[src/rtl/ai_pkg.sv]
// Shared AXI field widths and write-response encodings for the ai_sa blocks.
package ai_pkg;

    localparam int unsigned AI_DATA_WIDTH        = 32;
    localparam int unsigned AI_ADDR_WIDTH        = 32;
    localparam int unsigned AI_TRANS_MST_ID_W    = 5;
    localparam int unsigned AI_TRANS_BURST_W     = 2;
    localparam int unsigned AI_TRANS_DATA_LEN_W  = 3;
    localparam int unsigned AI_TRANS_DATA_SIZE_W = 3;
    localparam int unsigned AI_TRANS_WR_RESP_W   = 2;

    typedef enum logic [1:0] {
        AI_RESP_OKAY   = 2'b00,
        AI_RESP_SLVERR = 2'b10
    } ai_bresp_e;

endpackage

[src/rtl/ai_sa_order_fifo.sv]
// W-order FIFO: remembers which master owns each granted AW so write data
// is forwarded in address-grant order. Caller never pushes when full nor
// pops when empty.
module ai_sa_order_fifo
    import ai_pkg::*;
#(
    parameter int unsigned WIDTH = 1,
    parameter int unsigned DEPTH = 8
) (
    input  logic             clk_i,
    input  logic             rst_i,
    input  logic             push_i,
    input  logic [WIDTH-1:0] data_i,
    input  logic             pop_i,
    output logic [WIDTH-1:0] data_o,
    output logic             empty_o,
    output logic             full_o
);

    localparam int unsigned PTR_W = (DEPTH > 1) ? $clog2(DEPTH) : 1;
    localparam int unsigned CNT_W = $clog2(DEPTH + 1);
    localparam logic [PTR_W-1:0] PTR_LAST = PTR_W'(DEPTH - 1);
    localparam logic [CNT_W-1:0] CNT_FULL = CNT_W'(DEPTH);

    logic [WIDTH-1:0] mem_q [DEPTH];
    logic [PTR_W-1:0] wr_ptr_q, wr_ptr_d;
    logic [PTR_W-1:0] rd_ptr_q, rd_ptr_d;
    logic [CNT_W-1:0] count_q, count_d;

    function automatic logic [PTR_W-1:0] ptr_inc(input logic [PTR_W-1:0] p);
        return (p == PTR_LAST) ? '0 : p + 1'b1;
    endfunction

    assign data_o  = mem_q[rd_ptr_q];
    assign empty_o = (count_q == '0);
    assign full_o  = (count_q == CNT_FULL);

    // Next pointers and occupancy; push+pop together keeps the count.
    always_comb begin
        wr_ptr_d = wr_ptr_q;
        rd_ptr_d = rd_ptr_q;
        count_d  = count_q;
        if (push_i) wr_ptr_d = ptr_inc(wr_ptr_q);
        if (pop_i)  rd_ptr_d = ptr_inc(rd_ptr_q);
        case ({push_i, pop_i})
            2'b10:   count_d = count_q + 1'b1;
            2'b01:   count_d = count_q - 1'b1;
            default: count_d = count_q;
        endcase
    end

    // Pointer/occupancy registers, cleared asynchronously.
    always_ff @(posedge clk_i or posedge rst_i) begin
        if (rst_i) begin
            wr_ptr_q <= '0;
            rd_ptr_q <= '0;
            count_q  <= '0;
        end else begin
            wr_ptr_q <= wr_ptr_d;
            rd_ptr_q <= rd_ptr_d;
            count_q  <= count_d;
        end
    end

    // Storage array; contents are don't-care while empty, so no reset.
    always_ff @(posedge clk_i) begin
        if (push_i) mem_q[wr_ptr_q] <= data_i;
    end

endmodule

[src/rtl/ai_sa_write_arbiter.sv]
// Multi-master AXI write-channel arbiter in front of one slave.
// AW is arbitrated and registered; W follows grant order through the
// order FIFO; B is routed back by the master index in the upper BID bits.
// Optional macro AI_SA_RR_ARB_EN selects round-robin arbitration instead
// of fixed lowest-index priority.
module ai_sa_write_arbiter
    import ai_pkg::*;
#(
    parameter int unsigned MST_AMT           = 2,
    parameter int unsigned OUTSTANDING_AMT   = 8,
    parameter int unsigned DATA_WIDTH        = AI_DATA_WIDTH,
    parameter int unsigned ADDR_WIDTH        = AI_ADDR_WIDTH,
    parameter int unsigned TRANS_MST_ID_W    = AI_TRANS_MST_ID_W,
    parameter int unsigned TRANS_BURST_W     = AI_TRANS_BURST_W,
    parameter int unsigned TRANS_DATA_LEN_W  = AI_TRANS_DATA_LEN_W,
    parameter int unsigned TRANS_DATA_SIZE_W = AI_TRANS_DATA_SIZE_W,
    parameter int unsigned TRANS_WR_RESP_W   = AI_TRANS_WR_RESP_W,
    parameter int unsigned MST_ID_W          = $clog2(MST_AMT)
) (
    input  logic                                   ACLK_i,
    input  logic                                   ARESET_i,
    input  logic [TRANS_MST_ID_W*MST_AMT-1:0]      dsp_AWID_i,
    input  logic [ADDR_WIDTH*MST_AMT-1:0]          dsp_AWADDR_i,
    input  logic [TRANS_BURST_W*MST_AMT-1:0]       dsp_AWBURST_i,
    input  logic [TRANS_DATA_LEN_W*MST_AMT-1:0]    dsp_AWLEN_i,
    input  logic [TRANS_DATA_SIZE_W*MST_AMT-1:0]   dsp_AWSIZE_i,
    input  logic [MST_AMT-1:0]                     dsp_AWVALID_i,
    output logic [MST_AMT-1:0]                     dsp_AWREADY_o,
    input  logic [DATA_WIDTH*MST_AMT-1:0]          dsp_WDATA_i,
    input  logic [MST_AMT-1:0]                     dsp_WLAST_i,
    input  logic [MST_AMT-1:0]                     dsp_WVALID_i,
    output logic [MST_AMT-1:0]                     dsp_WREADY_o,
    output logic [TRANS_MST_ID_W*MST_AMT-1:0]      dsp_BID_o,
    output logic [TRANS_WR_RESP_W*MST_AMT-1:0]     dsp_BRESP_o,
    output logic [MST_AMT-1:0]                     dsp_BVALID_o,
    input  logic [MST_AMT-1:0]                     dsp_BREADY_i,
    output logic [TRANS_MST_ID_W+MST_ID_W-1:0]     s_AWID_o,
    output logic [ADDR_WIDTH-1:0]                  s_AWADDR_o,
    output logic [TRANS_BURST_W-1:0]               s_AWBURST_o,
    output logic [TRANS_DATA_LEN_W-1:0]            s_AWLEN_o,
    output logic [TRANS_DATA_SIZE_W-1:0]           s_AWSIZE_o,
    output logic                                   s_AWVALID_o,
    input  logic                                   s_AWREADY_i,
    output logic [DATA_WIDTH-1:0]                  s_WDATA_o,
    output logic                                   s_WLAST_o,
    output logic                                   s_WVALID_o,
    input  logic                                   s_WREADY_i,
    input  logic [TRANS_MST_ID_W+MST_ID_W-1:0]     s_BID_i,
    input  logic [TRANS_WR_RESP_W-1:0]             s_BRESP_i,
    input  logic                                   s_BVALID_i,
    output logic                                   s_BREADY_o
);

    localparam int unsigned CNT_W = $clog2(OUTSTANDING_AMT + 1);
    localparam logic [CNT_W-1:0] OUT_MAX = CNT_W'(OUTSTANDING_AMT);

    logic                         aw_valid_q, aw_valid_d;
    logic [MST_ID_W-1:0]          aw_mst_q,   aw_mst_d;
    logic [TRANS_MST_ID_W-1:0]    aw_id_q,    aw_id_d;
    logic [ADDR_WIDTH-1:0]        aw_addr_q,  aw_addr_d;
    logic [TRANS_BURST_W-1:0]     aw_burst_q, aw_burst_d;
    logic [TRANS_DATA_LEN_W-1:0]  aw_len_q,   aw_len_d;
    logic [TRANS_DATA_SIZE_W-1:0] aw_size_q,  aw_size_d;
    logic [CNT_W-1:0]             out_cnt_q,  out_cnt_d;

    logic                grant_vld;
    logic [MST_ID_W-1:0] grant_idx;
    logic                aw_accept;
    logic                grant;
    logic                fifo_empty;
    logic                fifo_full;
    logic                fifo_pop;
    logic [MST_ID_W-1:0] fifo_head;
    logic [MST_ID_W-1:0] b_idx;
    logic                b_hs;

`ifdef AI_SA_RR_ARB_EN
    logic [MST_ID_W-1:0] rr_ptr_q, rr_ptr_d;
`endif

    // Register slot is free or draining this cycle, and both the order FIFO
    // and the outstanding budget have room; nothing is granted in reset.
    assign aw_accept = (~aw_valid_q | s_AWREADY_i) & ~fifo_full
                     & (out_cnt_q < OUT_MAX) & ~ARESET_i;
    assign grant     = grant_vld & aw_accept;

    // Pick the winning requester.
`ifdef AI_SA_RR_ARB_EN
    always_comb begin : arb_rr
        int unsigned cand;
        cand      = 0;
        grant_vld = 1'b0;
        grant_idx = '0;
        for (int unsigned k = 0; k < MST_AMT; k++) begin
            cand = (32'(rr_ptr_q) + k + 1) % MST_AMT;
            if (!grant_vld && dsp_AWVALID_i[MST_ID_W'(cand)]) begin
                grant_vld = 1'b1;
                grant_idx = MST_ID_W'(cand);
            end
        end
    end
`else
    always_comb begin : arb_fixed
        grant_vld = 1'b0;
        grant_idx = '0;
        for (int unsigned k = 0; k < MST_AMT; k++) begin
            if (!grant_vld && dsp_AWVALID_i[MST_ID_W'(k)]) begin
                grant_vld = 1'b1;
                grant_idx = MST_ID_W'(k);
            end
        end
    end
`endif

    // One-hot AWREADY for the winner in the grant cycle only.
    always_comb begin
        dsp_AWREADY_o = '0;
        if (grant) dsp_AWREADY_o[grant_idx] = 1'b1;
    end

    // AW register next state: drain on slave ready, reload on a new grant.
    always_comb begin
        aw_valid_d = aw_valid_q;
        aw_mst_d   = aw_mst_q;
        aw_id_d    = aw_id_q;
        aw_addr_d  = aw_addr_q;
        aw_burst_d = aw_burst_q;
        aw_len_d   = aw_len_q;
        aw_size_d  = aw_size_q;
        if (s_AWREADY_i) aw_valid_d = 1'b0;
        if (grant) begin
            aw_valid_d = 1'b1;
            aw_mst_d   = grant_idx;
            for (int unsigned i = 0; i < MST_AMT; i++) begin
                if (grant_idx == MST_ID_W'(i)) begin
                    aw_id_d    = dsp_AWID_i[i*TRANS_MST_ID_W +: TRANS_MST_ID_W];
                    aw_addr_d  = dsp_AWADDR_i[i*ADDR_WIDTH +: ADDR_WIDTH];
                    aw_burst_d = dsp_AWBURST_i[i*TRANS_BURST_W +: TRANS_BURST_W];
                    aw_len_d   = dsp_AWLEN_i[i*TRANS_DATA_LEN_W +: TRANS_DATA_LEN_W];
                    aw_size_d  = dsp_AWSIZE_i[i*TRANS_DATA_SIZE_W +: TRANS_DATA_SIZE_W];
                end
            end
        end
    end

    // Outstanding counter; decrement is guarded so a stray B never wraps it.
    always_comb begin
        out_cnt_d = out_cnt_q;
        case ({grant, b_hs})
            2'b10:   out_cnt_d = out_cnt_q + 1'b1;
            2'b01:   out_cnt_d = (out_cnt_q != '0) ? out_cnt_q - 1'b1 : out_cnt_q;
            default: out_cnt_d = out_cnt_q;
        endcase
    end

`ifdef AI_SA_RR_ARB_EN
    // Round-robin pointer follows the last winner.
    always_comb begin
        rr_ptr_d = rr_ptr_q;
        if (grant) rr_ptr_d = grant_idx;
    end

    // Round-robin pointer register.
    always_ff @(posedge ACLK_i or posedge ARESET_i) begin
        if (ARESET_i) rr_ptr_q <= '0;
        else          rr_ptr_q <= rr_ptr_d;
    end
`endif

    // AW output register and outstanding counter.
    always_ff @(posedge ACLK_i or posedge ARESET_i) begin
        if (ARESET_i) begin
            aw_valid_q <= 1'b0;
            aw_mst_q   <= '0;
            aw_id_q    <= '0;
            aw_addr_q  <= '0;
            aw_burst_q <= '0;
            aw_len_q   <= '0;
            aw_size_q  <= '0;
            out_cnt_q  <= '0;
        end else begin
            aw_valid_q <= aw_valid_d;
            aw_mst_q   <= aw_mst_d;
            aw_id_q    <= aw_id_d;
            aw_addr_q  <= aw_addr_d;
            aw_burst_q <= aw_burst_d;
            aw_len_q   <= aw_len_d;
            aw_size_q  <= aw_size_d;
            out_cnt_q  <= out_cnt_d;
        end
    end

    assign s_AWVALID_o = aw_valid_q;
    assign s_AWID_o    = {aw_mst_q, aw_id_q};
    assign s_AWADDR_o  = aw_addr_q;
    assign s_AWBURST_o = aw_burst_q;
    assign s_AWLEN_o   = aw_len_q;
    assign s_AWSIZE_o  = aw_size_q;

    ai_sa_order_fifo #(
        .WIDTH (MST_ID_W),
        .DEPTH (OUTSTANDING_AMT)
    ) u_order_fifo (
        .clk_i   (ACLK_i),
        .rst_i   (ARESET_i),
        .push_i  (grant),
        .data_i  (grant_idx),
        .pop_i   (fifo_pop),
        .data_o  (fifo_head),
        .empty_o (fifo_empty),
        .full_o  (fifo_full)
    );

    // W path: forward the master at the FIFO head, independent of AW state.
    always_comb begin
        s_WDATA_o    = '0;
        s_WLAST_o    = 1'b0;
        s_WVALID_o   = 1'b0;
        dsp_WREADY_o = '0;
        for (int unsigned i = 0; i < MST_AMT; i++) begin
            if (fifo_head == MST_ID_W'(i)) begin
                s_WDATA_o       = dsp_WDATA_i[i*DATA_WIDTH +: DATA_WIDTH];
                s_WLAST_o       = dsp_WLAST_i[i];
                s_WVALID_o      = dsp_WVALID_i[i] & ~fifo_empty;
                dsp_WREADY_o[i] = s_WREADY_i & ~fifo_empty;
            end
        end
    end

    assign fifo_pop = s_WVALID_o & s_WREADY_i & s_WLAST_o;

    // B path: route by master index; unknown indices are sunk.
    assign b_idx = s_BID_i[TRANS_MST_ID_W +: MST_ID_W];
    assign b_hs  = s_BVALID_i & s_BREADY_o;

    always_comb begin
        dsp_BVALID_o = '0;
        dsp_BID_o    = '0;
        dsp_BRESP_o  = '0;
        s_BREADY_o   = 1'b1;
        for (int unsigned i = 0; i < MST_AMT; i++) begin
            if (b_idx == MST_ID_W'(i)) begin
                dsp_BVALID_o[i] = s_BVALID_i & ~ARESET_i;
                dsp_BID_o[i*TRANS_MST_ID_W +: TRANS_MST_ID_W]    = s_BID_i[TRANS_MST_ID_W-1:0];
                dsp_BRESP_o[i*TRANS_WR_RESP_W +: TRANS_WR_RESP_W] = s_BRESP_i;
                s_BREADY_o      = dsp_BREADY_i[i];
            end
        end
    end

endmodule

[config.mk]
export PLATFORM = sky130hd
export DESIGN_NAME = ai_sa_write_arbiter
export DESIGN_NICKNAME = d
export VERILOG_FILES = /design/src/rtl/ai_pkg.sv /design/src/rtl/ai_sa_order_fifo.sv /design/src/rtl/ai_sa_write_arbiter.sv
export SDC_FILE = /design/constraint.sdc
export NUM_CORES = 1
export LEC_CHECK = 0
export CORE_AREA = 2 2 128 130
export CTS_CLUSTER_DIAMETER = 60
export DETAILED_ROUTE_END_ITERATION = 6
export DIE_AREA = 0 0 130 132
export PLACE_DENSITY = 0.63
export SLEW_MARGIN = 20
export SYNTH_ARGS = -nofsm -noshare
export SYNTH_HDL_FRONTEND = slang
export SYNTH_SLANG_ARGS = --single-unit
[constraint.sdc]
create_clock -name ACLK_i -period 3.6 [get_ports ACLK_i]
set_input_delay 0.54 -clock ACLK_i [delete_from_list [all_inputs] [get_ports ACLK_i]]
set_output_delay 0.54 -clock ACLK_i [all_outputs]
set_load 0.02 [all_outputs]
==> metrics.csv <==
metric,value,unit
outcome,"finished, final reports clean",
crit_path_max_incr_delay,570,ps
drc,0,
instances_no_fill,859,
setup_viol,0,
grt_pass1_wl,19.9,mm
cts_buffers,9,
relSlewSlack,44.9,%
antenna_found_initial,0,
design.core.area,15700,sq um
cp_slowest_cell,clkdlybuf4s50_1,
synth.most_common_cell,dfrtp_1,
nets,821,
first_global_vias,3939,
arrival,2730,ps
leakage,2.92,nW
pin_count,277,
reg2regPathDepth,12,
cts_tree,yes,
fin_crit,3270,ps
wirelength,12.8,mm
gp_congestion,0.740,
worst_pin_slew,827,ps
ys_seq_area_share,45.3,%
wire_per_inst,14.9,um
post_cts_buffers,0,
dp.cells,843,
worst-path-buf-inv,2,
period_share,90.8,%
dp_hpwl,10.0,mm
powerDensity,716,nW/um^2
startpoint_type,register,
fmax,306,MHz
r2r_setup_slack,420,ps
reg2reg_to,u_order_fifo.count_q[2],
critPathKind,reg2out,
cts_resized,0,
r2r_start,u_order_fifo.rd_ptr_q[0],
firstDrtPassIters,4,
synth_edf_count,8,
grt-ovfl-total,0,
cts_max_path_buffers,2,
clock_sinks,69,
cts_root_buf,clkbuf_16,
intPower,3.19,mW
synthToLayoutAreaGrowth,85.0,%
synth.distinct_cells,42,
avgSynthCellArea,10.7,sq um
die_width,130,um
rsz0062_at_grt,false,
antenna_left,0,
netlist_instances,366,
yosysTopAreaCellShare,39.2,%
syn_area,3900,sq um
hold_buffers,0,
viasPerCell,4.31,
p_sw,1.97,mW
synthesis.nets,549,
sequentialPowerShare,27.1,%
grt_usage,14.9,%
n_antenna_cell,0,
worstSetupEndpoint,s_WDATA_o[27],
fin_setup_tns,0,ps
dr.first_iter.drc_count,81,
required,3060,ps
die_h,132,um
yosys_warnings,0,
critPathLaunch,u_order_fifo.rd_ptr_q[0],
crit_family,multiplexers,
synth_async_sr_flop_share,88.4,%
start_util,24.8,%
vias,3704,
end_kind,output port,
synth_flop_cell,dfrtp_1,
ys_top_cells_by_area,"dfrtp_1 (39%), mux2i_1 (12%), mux2_2 (11%)",
synth_seq_cells,69,
p_clk_share,18.2,%
htree_levels,3,
ir_worst_vdd,0.328,mV
dieArea,17200,sq um
pwr-share-comb,54.8,%
grt_start_max_net_pins,62,
finalHoldViolations,0,
clock_skew,3.46,ps
synth_top_cell_by_area,dfrtp_1,
synth_common_cells,"dfrtp_1 (61), nand2_1 (52), mux2i_1 (47), o21ai_0 (47), mux2_2 (39)",
path_clk_slew,60,ps
p_sw_share,38.2,%
portBuffers,276,
crit_fanout,22,
drv_slew,0,
path_cells,"mux4_2, mux2i_4, buf_4, mux2_2, clkdlybuf4s50_1",
clock_latency,330,ps
final_layout_size_suffix_gt1_share,11.4,%
cap_viol_max_count,0,
num_rows,46,
hold_path_class,reg2reg,
cp.depth,5,
## worst reg2reg max path: stages, from the launching register on
cell and delay, ps:
dfrtp_1 440, mux4_2 560, mux2i_4 160, buf_4 290, mux2_2 420, inv_1 90
ha_1 240, xor2_1 220, ha_1 190, a21oi_1 50, xor2_1 160, nor2_1 110
xor2_1 170
## cell type report
cell class | count | area (sq um)
fill | 1463 | 8500
multi-input combinational | 269 | 2020
clock buffer | 10 | 250
timing repair buffer | 284 | 2820
clock inverter | 6 | 67.6
inverter | 5 | 18.8
tap | 216 | 270
sequential | 69 | 1770
## worst min-delay path by stage
stage              startpoint             end  slack [ps]  cells after the start
2_1_floorplan        aw_mst_q        aw_mst_q         450                      1
3_3_place_gp   s_AWADDR_o[24]  s_AWADDR_o[24]         460                      2
3_5_place_dp         aw_mst_q        aw_mst_q         470                      1
4_1_cts              aw_mst_q        aw_mst_q         480                      1
5_1_grt         s_AWSIZE_o[2]   s_AWSIZE_o[2]         500                      2
6_report        s_AWADDR_o[8]   s_AWADDR_o[8]         480                      2
## per-layer routing
metal	vias up	share of wire [%]	global-route usage (%)
met5	-	0	0
met4	0	1.0	4.12
met3	10	11	5.48
met2	186	51	27.5
met1	1679	38	15.6
li1	1829	-	-
## cell families (layout without fill, tap and decap cells)
logic type | Yosys count | count (layout) | synth area share [%]
AOI/OAI and AO/OA | 56 | 56 | 7.89
xor gates and xnor gates | 8 | 8 | 1.80
adders and majority gates | 8 | 8 | 2.57
buffers and inverters | 28 | 305 | 3.18
DFF | 69 | 69 | 45.3
muxes | 91 | 91 | 25.8
and+or+nand+nor | 106 | 106 | 13.4
## metrics by stage
stage	hold slack (ps)	util (%)	area, sq um	power (mW)	setup WS, ps
2_1_floorplan	451	-	3900	2.93	786
3_3_place_gp	462	43.9	6890	4.20	528
3_5_place_dp	470	43.9	6890	4.27	405
4_1_cts	484	45.9	7210	5.25	281
5_1_grt	500	45.9	7210	5.51	176
6_report	479	45.9	7210	5.17	331
## power groups by stage
stage	clock network (mW)	registers [mW]	logic, mW
floorplan	0	1.67	1.26
global placement	0	1.38	2.82
detailed placement	0	1.40	2.86
CTS	0.976	1.40	2.88
global route	1.01	1.45	3.05
finish	0.939	1.40	2.83
## cells in the final DEF, fill, tap and decap left out, types with 2 or more instances in the layout
| cell | netlist | layout |
|---|---|---|
| a211oi_1 | 3 | 3 |
| a21o_1 | 2 | 2 |
| and2_1 | 9 | 9 |
| and3_1 | 2 | 2 |
| buf_4 | 1 | 8 |
| clkbuf_16 | 0 | 10 |
| clkdlybuf4s50_1 | 0 | 276 |
| clkinv_4 | 0 | 2 |
| dfrtp_1 | 61 | 61 |
| edfxtp_1 | 8 | 8 |
| ha_1 | 8 | 8 |
| inv_1 | 4 | 3 |
| inv_2 | 1 | 2 |
| mux2_2 | 39 | 39 |
| mux2_4 | 2 | 2 |
| mux2i_1 | 47 | 47 |
| mux4_2 | 2 | 2 |
| nand2_1 | 52 | 52 |
| nand2b_1 | 2 | 2 |
| nand3_1 | 2 | 2 |
| nor2_1 | 12 | 12 |
| nor2b_1 | 10 | 9 |
| nor3_1 | 6 | 6 |
| nor4_1 | 2 | 2 |
| o21ai_0 | 47 | 47 |
| xor2_1 | 7 | 7 |
## sequential cells by signal, summed over array words and instances (netlist names)
name,flops
s_AWLEN_o,3
s_AWBURST_o,2
u_order_fifo.mem_q,8
u_order_fifo.wr_ptr_q,3
u_order_fifo.count_q,4
aw_id_q,5
aw_mst_q,1
s_AWADDR_o,32
s_AWVALID_o,1
s_AWSIZE_o,3
out_cnt_q,4
u_order_fifo.rd_ptr_q,3
Power figures use the tool's default switching activity.
